==> config.mk <==
export PLATFORM = sky130hd
export DESIGN_NAME = adder_sequencer_pipelined_flat
export DESIGN_NICKNAME = d
export VERILOG_FILES = /design/src/rtl/adder_seq_pkg.sv /design/src/rtl/adder_sequencer_pipelined_if.sv /design/src/rtl/edge_sync.sv /design/src/rtl/unit_delay.sv /design/src/rtl/adder_sequencer_pipelined.sv /design/src/flat_wrapper.sv
export SDC_FILE = /design/constraint.sdc
export NUM_CORES = 1
export LEC_CHECK = 0
export CAP_MARGIN = 20
export CELL_PAD_IN_SITES_DETAIL_PLACEMENT = 1
export CELL_PAD_IN_SITES_GLOBAL_PLACEMENT = 1
export CORE_ASPECT_RATIO = 1.2
export CORE_MARGIN = 4
export CORE_UTILIZATION = 34
export CTS_BUF_LIST = sky130_fd_sc_hd__clkbuf_2
export DETAILED_ROUTE_END_ITERATION = 10
export PLACE_DENSITY_LB_ADDON = 0.3
export SLEW_MARGIN = 30
export SYNTH_ARGS = -nofsm -noshare
export SYNTH_HDL_FRONTEND = slang
export SYNTH_HIERARCHICAL = 1
export SYNTH_SLANG_ARGS = --single-unit
export TNS_END_PERCENT = 1
==> constraint.sdc <==
create_clock -name clock -period 2.6 [get_ports clock]
set_input_delay 0.52 -clock clock [delete_from_list [all_inputs] [get_ports clock]]
set_output_delay 0.52 -clock clock [all_outputs]
set_load 0.01 [all_outputs]
==> src/rtl/adder_seq_pkg.sv <==
// rtl/adder_seq_pkg.sv - shared FSM encoding, counter width and overflow helper for the adder sequencer
package adder_seq_pkg;

    // Encoding is exposed on the state output for LED debug, so values are fixed.
    typedef enum logic [1:0] {
        ST_WAIT_X  = 2'd0,
        ST_WAIT_Y  = 2'd1,
        ST_COMPUTE = 2'd2,
        ST_SHOW    = 2'd3
    } state_t;

    // Holds PIPE_STAGES-1 for PIPE_STAGES up to 4.
    localparam int CNT_W = 2;

    // Two's-complement overflow: operands agree in sign but the result does not.
    function automatic logic signed_overflow(input logic x_msb,
                                             input logic yeff_msb,
                                             input logic sum_msb);
        return (x_msb == yeff_msb) && (sum_msb != x_msb);
    endfunction

endpackage

==> src/rtl/adder_sequencer_pipelined_if.sv <==
// rtl/adder_sequencer_pipelined_if.sv - operand/control inputs and result outputs of the adder sequencer
// master: board wrapper side (drives data_in, carry_in, mode_sub, accumulate, enter)
// slave:  adder sequencer side (drives sum, carry_out, overflow, result_valid, busy, state)
interface adder_sequencer_pipelined_if #(
    parameter int WIDTH = 8
);
    logic [WIDTH-1:0] data_in;
    logic             carry_in;
    logic             mode_sub;
    logic             accumulate;
    logic             enter;
    logic [WIDTH-1:0] sum;
    logic             carry_out;
    logic             overflow;
    logic             result_valid;
    logic             busy;
    logic [1:0]       state;

    modport master (
        output data_in, carry_in, mode_sub, accumulate, enter,
        input  sum, carry_out, overflow, result_valid, busy, state
    );

    modport slave (
        input  data_in, carry_in, mode_sub, accumulate, enter,
        output sum, carry_out, overflow, result_valid, busy, state
    );
endinterface

==> src/rtl/edge_sync.sv <==
// rtl/edge_sync.sv - two-flop synchronizer plus rising-edge detector for a raw button level
// clock, reset : rising-edge clock, synchronous active-high reset
// in           : asynchronous button level, active-high
// pulse        : one-cycle pulse per press, three clock edges after the rising level
module edge_sync (
    input  logic clock,
    input  logic reset,
    input  logic in,
    output logic pulse
);
    logic sync1;
    logic sync2;
    logic prev;
    logic primed;
    logic armed;

    // A button held through reset must not look like a fresh press once reset
    // drops. The detector only arms after it has seen the synchronized level
    // low; primed skips the first post-reset cycle, when sync1 still holds its
    // reset value rather than a real sample.
    always_ff @(posedge clock) begin
        if (reset) begin
            sync1  <= 1'b0;
            sync2  <= 1'b0;
            prev   <= 1'b0;
            primed <= 1'b0;
            armed  <= 1'b0;
        end else begin
            sync1  <= in;
            sync2  <= sync1;
            prev   <= sync2;
            primed <= 1'b1;
            if (primed && !sync1) begin
                armed <= 1'b1;
            end
        end
    end

    assign pulse = sync2 & ~prev & armed;

endmodule

==> src/rtl/unit_delay.sv <==
// rtl/unit_delay.sv - single enabled register stage with synchronous clear
// clock, reset : rising-edge clock, synchronous active-high reset
// en           : load enable
// d, q         : WIDTH-bit data in and registered data out
module unit_delay #(
    parameter int WIDTH = 1
) (
    input  logic             clock,
    input  logic             reset,
    input  logic             en,
    input  logic [WIDTH-1:0] d,
    output logic [WIDTH-1:0] q
);
    always_ff @(posedge clock) begin
        if (reset) begin
            q <= '0;
        end else if (en) begin
            q <= d;
        end
    end
endmodule

==> src/rtl/adder_sequencer_pipelined.sv <==
// rtl/adder_sequencer_pipelined.sv - button-sequenced add/subtract unit with pipelined result and accumulate mode
// clock, reset : rising-edge clock, synchronous active-high reset
// bus (slave)  : data_in, carry_in, mode_sub, accumulate, enter in;
//                sum, carry_out, overflow, result_valid, busy, state out
module adder_sequencer_pipelined
    import adder_seq_pkg::*;
#(
    parameter int WIDTH       = 8,
    parameter int PIPE_STAGES = 1
) (
    input  logic                           clock,
    input  logic                           reset,
    adder_sequencer_pipelined_if.slave     bus
);
    localparam int             PW       = WIDTH + 2;
    localparam logic [CNT_W-1:0] CNT_LOAD = CNT_W'(PIPE_STAGES - 1);

    state_t             state_q, state_d;
    logic [WIDTH-1:0]   x_q, x_d;
    logic [WIDTH-1:0]   y_q, y_d;
    logic               sub_q, sub_d;
    logic               cin_q, cin_d;
    logic [CNT_W-1:0]   cnt_q, cnt_d;
    logic               valid_q, valid_d;
    logic               enter_pulse;

    logic [WIDTH-1:0]   y_eff;
    logic               cin_eff;
    logic [WIDTH:0]     full;
    logic               ovf;
    logic               pipe_en;
    // Stage 0 is the combinational adder result; stage PIPE_STAGES drives the outputs.
    logic [PIPE_STAGES:0][PW-1:0] pipe;
    logic [WIDTH-1:0]   sum_now;

    edge_sync u_enter_sync (
        .clock (clock),
        .reset (reset),
        .in    (bus.enter),
        .pulse (enter_pulse)
    );

    // Subtract is X + ~Y + 1; the carry input is overridden in that mode.
    assign y_eff   = sub_q ? ~y_q : y_q;
    assign cin_eff = sub_q | cin_q;
    assign full    = {1'b0, x_q} + {1'b0, y_eff} + {{WIDTH{1'b0}}, cin_eff};
    assign ovf     = signed_overflow(x_q[WIDTH-1], y_eff[WIDTH-1], full[WIDTH-1]);

    // Stages only advance while computing so the displayed result holds while
    // X/Y are being re-entered.
    assign pipe_en = (state_q == ST_COMPUTE);
    assign pipe[0] = {full[WIDTH], ovf, full[WIDTH-1:0]};

    for (genvar i = 0; i < PIPE_STAGES; i++) begin : g_pipe
        unit_delay #(.WIDTH(PW)) u_stage (
            .clock (clock),
            .reset (reset),
            .en    (pipe_en),
            .d     (pipe[i]),
            .q     (pipe[i+1])
        );
    end

    assign sum_now          = pipe[PIPE_STAGES][WIDTH-1:0];
    assign bus.sum          = sum_now;
    assign bus.overflow     = pipe[PIPE_STAGES][WIDTH];
    assign bus.carry_out    = pipe[PIPE_STAGES][WIDTH+1];
    assign bus.result_valid = valid_q;
    assign bus.busy         = (state_q == ST_COMPUTE);
    assign bus.state        = state_q;

    always_ff @(posedge clock) begin
        if (reset) begin
            state_q <= ST_WAIT_X;
            x_q     <= '0;
            y_q     <= '0;
            sub_q   <= 1'b0;
            cin_q   <= 1'b0;
            cnt_q   <= '0;
            valid_q <= 1'b0;
        end else begin
            state_q <= state_d;
            x_q     <= x_d;
            y_q     <= y_d;
            sub_q   <= sub_d;
            cin_q   <= cin_d;
            cnt_q   <= cnt_d;
            valid_q <= valid_d;
        end
    end

    always_comb begin
        state_d = state_q;
        x_d     = x_q;
        y_d     = y_q;
        sub_d   = sub_q;
        cin_d   = cin_q;
        cnt_d   = cnt_q;
        valid_d = 1'b0;
        case (state_q)
            ST_WAIT_X: begin
                if (enter_pulse) begin
                    x_d     = bus.data_in;
                    state_d = ST_WAIT_Y;
                end
            end
            ST_WAIT_Y: begin
                if (enter_pulse) begin
                    y_d     = bus.data_in;
                    sub_d   = bus.mode_sub;
                    cin_d   = bus.carry_in;
                    cnt_d   = CNT_LOAD;
                    state_d = ST_COMPUTE;
                end
            end
            ST_COMPUTE: begin
                // Presses here are dropped; the counter alone decides when the
                // last stage holds the new result.
                if (cnt_q == '0) begin
                    valid_d = 1'b1;
                    state_d = ST_SHOW;
                end else begin
                    cnt_d = cnt_q - 1'b1;
                end
            end
            ST_SHOW: begin
                if (enter_pulse) begin
                    if (bus.accumulate) begin
                        x_d     = sum_now;
                        y_d     = bus.data_in;
                        sub_d   = bus.mode_sub;
                        cin_d   = bus.carry_in;
                        cnt_d   = CNT_LOAD;
                        state_d = ST_COMPUTE;
                    end else begin
                        x_d     = bus.data_in;
                        state_d = ST_WAIT_Y;
                    end
                end
            end
            default: state_d = ST_WAIT_X;
        endcase
    end

endmodule

==> src/flat_wrapper.sv <==
// flat-port wrapper written by rule: the top's interface ports become plain ports
module adder_sequencer_pipelined_flat import adder_seq_pkg::*;
#(
    parameter int WIDTH       = 8,
    parameter int PIPE_STAGES = 1
)
  (clock, reset, bus_data_in, bus_carry_in, bus_mode_sub, bus_accumulate, bus_enter, bus_sum, bus_carry_out, bus_overflow, bus_result_valid, bus_busy, bus_state);
  adder_sequencer_pipelined_if #(.WIDTH(WIDTH)) bus_i ();
  input  logic clock;
  input  logic reset;
  input wire logic [$bits(bus_i.data_in)-1:0] bus_data_in;
  input wire logic [$bits(bus_i.carry_in)-1:0] bus_carry_in;
  input wire logic [$bits(bus_i.mode_sub)-1:0] bus_mode_sub;
  input wire logic [$bits(bus_i.accumulate)-1:0] bus_accumulate;
  input wire logic [$bits(bus_i.enter)-1:0] bus_enter;
  output wire logic [$bits(bus_i.sum)-1:0] bus_sum;
  output wire logic [$bits(bus_i.carry_out)-1:0] bus_carry_out;
  output wire logic [$bits(bus_i.overflow)-1:0] bus_overflow;
  output wire logic [$bits(bus_i.result_valid)-1:0] bus_result_valid;
  output wire logic [$bits(bus_i.busy)-1:0] bus_busy;
  output wire logic [$bits(bus_i.state)-1:0] bus_state;
  assign bus_i.data_in = bus_data_in;
  assign bus_i.carry_in = bus_carry_in;
  assign bus_i.mode_sub = bus_mode_sub;
  assign bus_i.accumulate = bus_accumulate;
  assign bus_i.enter = bus_enter;
  assign bus_sum = bus_i.sum;
  assign bus_carry_out = bus_i.carry_out;
  assign bus_overflow = bus_i.overflow;
  assign bus_result_valid = bus_i.result_valid;
  assign bus_busy = bus_i.busy;
  assign bus_state = bus_i.state;
  adder_sequencer_pipelined #(.WIDTH(WIDTH), .PIPE_STAGES(PIPE_STAGES)) u_core (.clock(clock), .reset(reset), .bus(bus_i));
endmodule
-- After elaboration in Yosys (flattened, before gate mapping)
Cells that the tools add are included.
Widths: inputs -> output; s select.
- bits in registers: 38
- bits of input ports: 14
- output and inout port bits: 14
- logic and storage cells: 75
- add/subtract/negate cells: 3
- equality and inequality tests: 11
- muxes and demuxes: 29
- bitwise gates (word level): 6
- reductions and logical operators: 13
- operators with widths (operator ; count):
    $mux 8 ; 6
    $pmux 8 s2 ; 2
    $mux 2 ; 9
    $add 8x8->9 ; 1
    $add 9x1->9 ; 1
    $mux 1 ; 8
    $ne 2x1->1 const B ; 4
    $not 8->8 ; 1
    $pmux 2 s4 ; 1
    $reduce_and 4->1 ; 2
    $pmux 2 s3 ; 1
    $reduce_and 5->1 ; 1
    $eq 2x2->1 const B ; 2
    $logic_not 2->1 ; 2
    $ne 2x2->1 const B ; 2
    $pmux 1 s2 ; 2
    $reduce_bool 2->1 ; 2
    $reduce_and 3->1 ; 1
    $reduce_bool 3->1 ; 1
    $and 1x1->1 ; 2
    $eq 2x1->1 const B ; 1
    $logic_and 1x1->1 ; 2
    $not 1->1 ; 2
    $reduce_or 2->1 ; 1
    other kinds (5) ; 5

-- Logic depth before layout (Yosys ltp)
Gate-level depths: netlist of the first run.
- depth after elaboration: 6
- mapped depth: 11
- mapped depth without buffers: 10

-- By module
The synthesis of the first run kept the hierarchy.
- by module, submodules not included (module ; times used ; cells an instance ; area an instance (µm²) ; sequential area each (µm²)):
    adder_sequencer_pipelined ; 1 ; 162 ; 1410.1 ; 460.4
    unit_delay ; 1 ; 32 ; 352.8 ; 200.2
    edge_sync ; 1 ; 13 ; 161.4 ; 100.1

-- Least setup slack after synthesis of the first run
OpenSTA, ideal clock, no wires.
- kind: register to register
- start point: register u_core.sub_q
- end point: register u_core.g_pipe[0].u_stage.q[6]
- setup time: 0.065 ns
- arrival time: 2.272 ns
- data required time: 2.535 ns
- slack: 0.262 ns
- stages on the path, launching flop included: 12
- buffers on the path: 1
- period minus slack after synthesis: 2.338 ns
- cells stage by stage: dfxtp_1 buf_2 or2_2 fa_1 inv_1 fa_1 nor2b_1 o31a_1 o31ai_1 a21boi_0 mux2i_1 nor2_1
- word-level cells in the longest chain between the ends: 3
- elaborated cells on any way between the ends: 4
- classes of those cells: 2 x add/sub; 1 x mux; 1 x bitwise
- RTL lines (item ; line ; text):
    start: declaration ; adder_sequencer_pipelined.sv:21 ; logic sub_q, sub_d;
    start signal: assignment ; adder_sequencer_pipelined.sv:85 ; sub_q <= sub_d;
    $mux 8 ; adder_sequencer_pipelined.sv:44 ; assign y_eff = sub_q ? ~y_q : y_q;
    $add 8x8->9 ; adder_sequencer_pipelined.sv:46 ; assign full = {1'b0, x_q} + {1'b0, y_eff} + {{WIDTH{1'b0}}, cin_eff};
    $add 9x1->9 (*) ; adder_sequencer_pipelined.sv:46 ;
    via u_core.full[6] ; adder_sequencer_pipelined.sv:29 ; logic [WIDTH:0] full;
    end signal: assignment ; unit_delay.sv:16 ; q <= '0;
    end signal: assignment ; unit_delay.sv:18 ; q <= d;
    end: declaration ; unit_delay.sv:12 ; output logic [WIDTH-1:0] q
Mark *: on every way through the listed nets, which the timed path passes. The rest lies on a longest branch.
A chain may end at the register's enable or synchronous reset.

-- Final worst setup path of the first run
Same ends and word-level chain as after synthesis.

==> results summary, run 1 <==
The flow ran to the end, and the final reports show no timing, DRC or antenna violations. Cells with a size suffix above 1 make up 13.2% of the layout. The worst slew slack as a fraction of its limit came out at 71.5%. The number of warnings reported in the yosys synthesis log is 6.

The synthesized net count is 231. The peak clock frequency supported by timing came out at 0.428 GHz. The antenna diode count came out at 0. The floorplan has 29 rows.

The estimated wirelength of the detail-placed design came out at 3320 um. STA classifies the critical path startpoint as a flop. In this run the deepest clock path goes through 2 buffers. The final setup TNS is 0 ns.

The cell area after layout came out at 2380 sq um. The worst hold path belongs to the class flop to flop. The flip-flop and latch count after synthesis came out at 38.

The nature of the critical path endpoint is a flop. The area share of the largest cell type after synthesis came out at 39.5%. The clock slew seen by the registers of the worst setup and hold paths came out at 0.20 ns. The placer's final routability congestion estimate came out at 0.834. The tool flagged a number of max-cap violations equal to 0. Clock tree synthesis selected as its root buffer the cell sky130_fd_sc_hd__clkbuf_2. The count of endpoints failing hold in the final timing report was 0. The transition time at the pin with the least slew margin is 0.426 ns. The post-route fraction of the period consumed by the critical path came out at 90.0%. The unique cell type count in the Yosys netlist is 40. Setup repair after global routing left no endpoint under its margin. In this run the vertical extent of the chip is 90.4 um. The quantity of I/O buffers inserted on ports is 27. The worst hold slack across all endpoints is 0.475 ns.

The count of nets left with antenna violations after detail routing is 0. The total wire length came out at 4460 um. The worst clock skew on the final layout is 0.00532 ns. The final critical path time including I/O delays and setup came out at 2.34 ns.

The count of pins over their slew limit is 0. The area growth from synthesis to final layout is 23.6%. TritonCTS built the clock tree. In this run the worst path has a maximum fanout of 4. The mean instance size in the synthesized netlist is 9.30 sq um.

The count of final setup violators is 0. The required time at the worst-slack endpoint came out at 2.95 ns. Among all flip-flop cells after synthesis, the most frequent one is sky130_fd_sc_hd__dfxtp_1.

The floorplan step defined a die boundary enclosing 6930 sq um. The flop-to-flop setup slack came out at 0.26 ns. The final instance count without filler cells came out at 305. The share of synthesized registers carrying an async set or reset is 0%. For this run, the detailed router's first-pass iteration total came to 4.

The number of buffers inserted for hold repair after clock tree synthesis came out at 0. The cell area reported after detailed placement came out at 2280 sq um. The first global-routing pass estimated 7860 um of wire.

The count of mapped cells out of synthesis came out at 207. The count of clock tree sinks came out at 38. The initial DRC count is 55. The via total after detailed routing is 1,531. The I/O pin count is 28.

By area the synthesized netlist is led by sky130_fd_sc_hd__dfxtp_1 40%, sky130_fd_sc_hd__mux2i_1 9.4%, sky130_fd_sc_hd__a211oi_2 5.2%. Counting flops with a built-in enable in the synthesized netlist gives 0. The number of H-tree levels is 2. The total track usage came out at 14.1%. The area of the core came out at 5370 sq um.

The average wire length per cell after detail routing came out at 14.6 um. In the routed layout, each cell is associated on average with a via count of 5.02. The initial antenna violation count came out at 0. The horizontal extent of the die is 76.7 um. The power density over the cells came out at 475 nW/um^2. The overflow left after global routing came out at 0. The total placed cells including tap cells came out at 297. The largest total area in the synthesized netlist belongs to sky130_fd_sc_hd__dfxtp_1.

The effective utilization at floorplan is 35.8%. The final layout contains 266 nets. The critical path in this run is classified as flop to flop. Summed over all cells, the static leakage comes to 0.996 nW. The sequential element share of the synthesized area is 39.5%. The overall power after layout came out at 1.13 mW. The number of global-route vias before repair came out at 1,690. The signal arrival time at the worst endpoint came out at 2.69 ns. In the routed design, unresolved DRC markers number 0.

The fill cell instance count of the final layout came out at 641. The total CTS buffers is 5. The netlist area before placement is 1920 sq um. The later-pin clock latency in the skew report is 0.39 ns. Entering global routing, the biggest net connects 20 pins. Across the VDD grid, the largest voltage drop is 0.000278 V.
logic make-up (layout without fill, tap and decap cells):
logic type / after synthesis / in the layout / share of synthesized area, %
fa+ha+maj: 10 / 10 / 7.28
buf+inv: 19 / 55 / 5.20
compound gates: 44 / 44 / 16.7
mux: 19 / 19 / 9.95
xor+xnor: 11 / 11 / 5.01
flops: 38 / 38 / 39.5
simple gates: 66 / 66 / 16.3
report_power, final:
part           leakage [nW]  switching [mW]  total [mW]  internal [mW]
sequential            0.308         0.00519       0.597          0.591
combinational         0.638          0.0322      0.0688         0.0366
clock                0.0506           0.208       0.464          0.256
total                 0.996           0.245        1.13          0.884
synth_stat cells (3+ instances only):
library cell,count
sky130_fd_sc_hd__a211oi_1,3
sky130_fd_sc_hd__a211oi_2,8
sky130_fd_sc_hd__a21oi_1,19
sky130_fd_sc_hd__buf_1,3
sky130_fd_sc_hd__dfxtp_1,38
sky130_fd_sc_hd__ha_1,8
sky130_fd_sc_hd__inv_1,10
sky130_fd_sc_hd__mux2i_1,18
sky130_fd_sc_hd__nand2_1,22
sky130_fd_sc_hd__nor2_1,23
sky130_fd_sc_hd__nor2b_1,7
sky130_fd_sc_hd__o21a_1,3
sky130_fd_sc_hd__or3_1,3
sky130_fd_sc_hd__xor2_1,10
state kept, by name, indices dropped and copies added (netlist names):
register,count
u_core/x_q,8
u_core/u_enter_sync/prev,1
u_core/bus.state,2
u_core/bus.result_valid,1
u_core/u_enter_sync/sync2,1
u_core/cin_q,1
u_core/u_enter_sync/sync1,1
u_core/g_pipe.u_stage/q,10
u_core/sub_q,1
u_core/cnt_q,2
u_core/u_enter_sync/primed,1
u_core/y_q,8
u_core/u_enter_sync/armed,1
critical path, stage by stage (launching register included):
cell                       delay, ns
sky130_fd_sc_hd__dfxtp_1        0.38
sky130_fd_sc_hd__or2_2          0.29
sky130_fd_sc_hd__fa_1           0.42
sky130_fd_sc_hd__inv_1          0.09
sky130_fd_sc_hd__fa_1           0.20
sky130_fd_sc_hd__nor2b_1        0.06
sky130_fd_sc_hd__o31a_1         0.27
sky130_fd_sc_hd__o31ai_2        0.21
sky130_fd_sc_hd__a21boi_0       0.21
sky130_fd_sc_hd__mux2i_1        0.09
sky130_fd_sc_hd__nor2_1         0.08
per-stage QoR:
stage               setup WS [ns]  utilization, %
floorplan                   0.262               -
finish                      0.261            44.3
CTS                         0.172            44.2
global route               0.0265            44.3
global placement            0.287            42.5
detailed placement          0.227            42.5
worst paths after layout:
check / startpoint / to / cells after the start
worst max-delay path: u_core/sub_q / u_core/g_pipe[0].u_stage/q[6] / 10
worst min-delay path: u_core/cin_q / u_core/cin_q / 2
worst max register to register: u_core/sub_q / u_core/g_pipe[0].u_stage/q[6] / 10
worst min register to register: u_core/cin_q / u_core/cin_q / 2
layout make-up:
class	count	area (sq um)	share of cell area, %
Clock buffer	5	25.0	1.05
Multi-Input combinational cell	150	1070	44.9
Tap cell	62	77.6	3.26
Sequential cell	38	761	32.0
Clock inverter	3	63.8	2.68
Inverter	10	37.5	1.58
Timing Repair Buffer	37	345	14.5
per-layer routing:
layer | wire (um) | GRT usage [%] | up-vias
met5 | 0 | 0 | -
met4 | 86 | 5.29 | 0
met3 | 108 | 3.39 | 8
met2 | 2210 | 23.8 | 20
met1 | 2060 | 17.2 | 729
li1 | - | - | 774
layout by cell type, fill, tap and decap left out, drive strengths merged, types with 2 or more instances in the layout:
| cell type | count |
|---|---|
| buf | 10 |
| inv | 10 |
| a211oi | 11 |
| nand2b | 4 |
| nand3 | 2 |
| nor2 | 23 |
| a21oi | 20 |
| dfxtp | 38 |
| fa | 2 |
| bufinv | 2 |
| nor3b | 2 |
| mux2i | 18 |
| o21a | 3 |
| or3 | 3 |
| o211ai | 2 |
| ha | 8 |
| clkdlybuf4s50 | 27 |
| o21ai | 2 |
| clkbuf | 5 |
| xor2 | 10 |
| nor2b | 7 |
| nand2 | 22 |
timing repair:
item / 4_1_cts / 5_1_grt
buffers inserted: 0 / 0
endpoints found under the setup margin: 0 / 1
gates resized for setup: 0 / 1
Power figures use the tool's default switching activity.
==> run 2, diff against run 1 <==
- CTS_CLUSTER_DIAMETER: unset -> 120
==> results of run 2 <==
The final DEF is identical to that of run 1; final timing and power are the same.
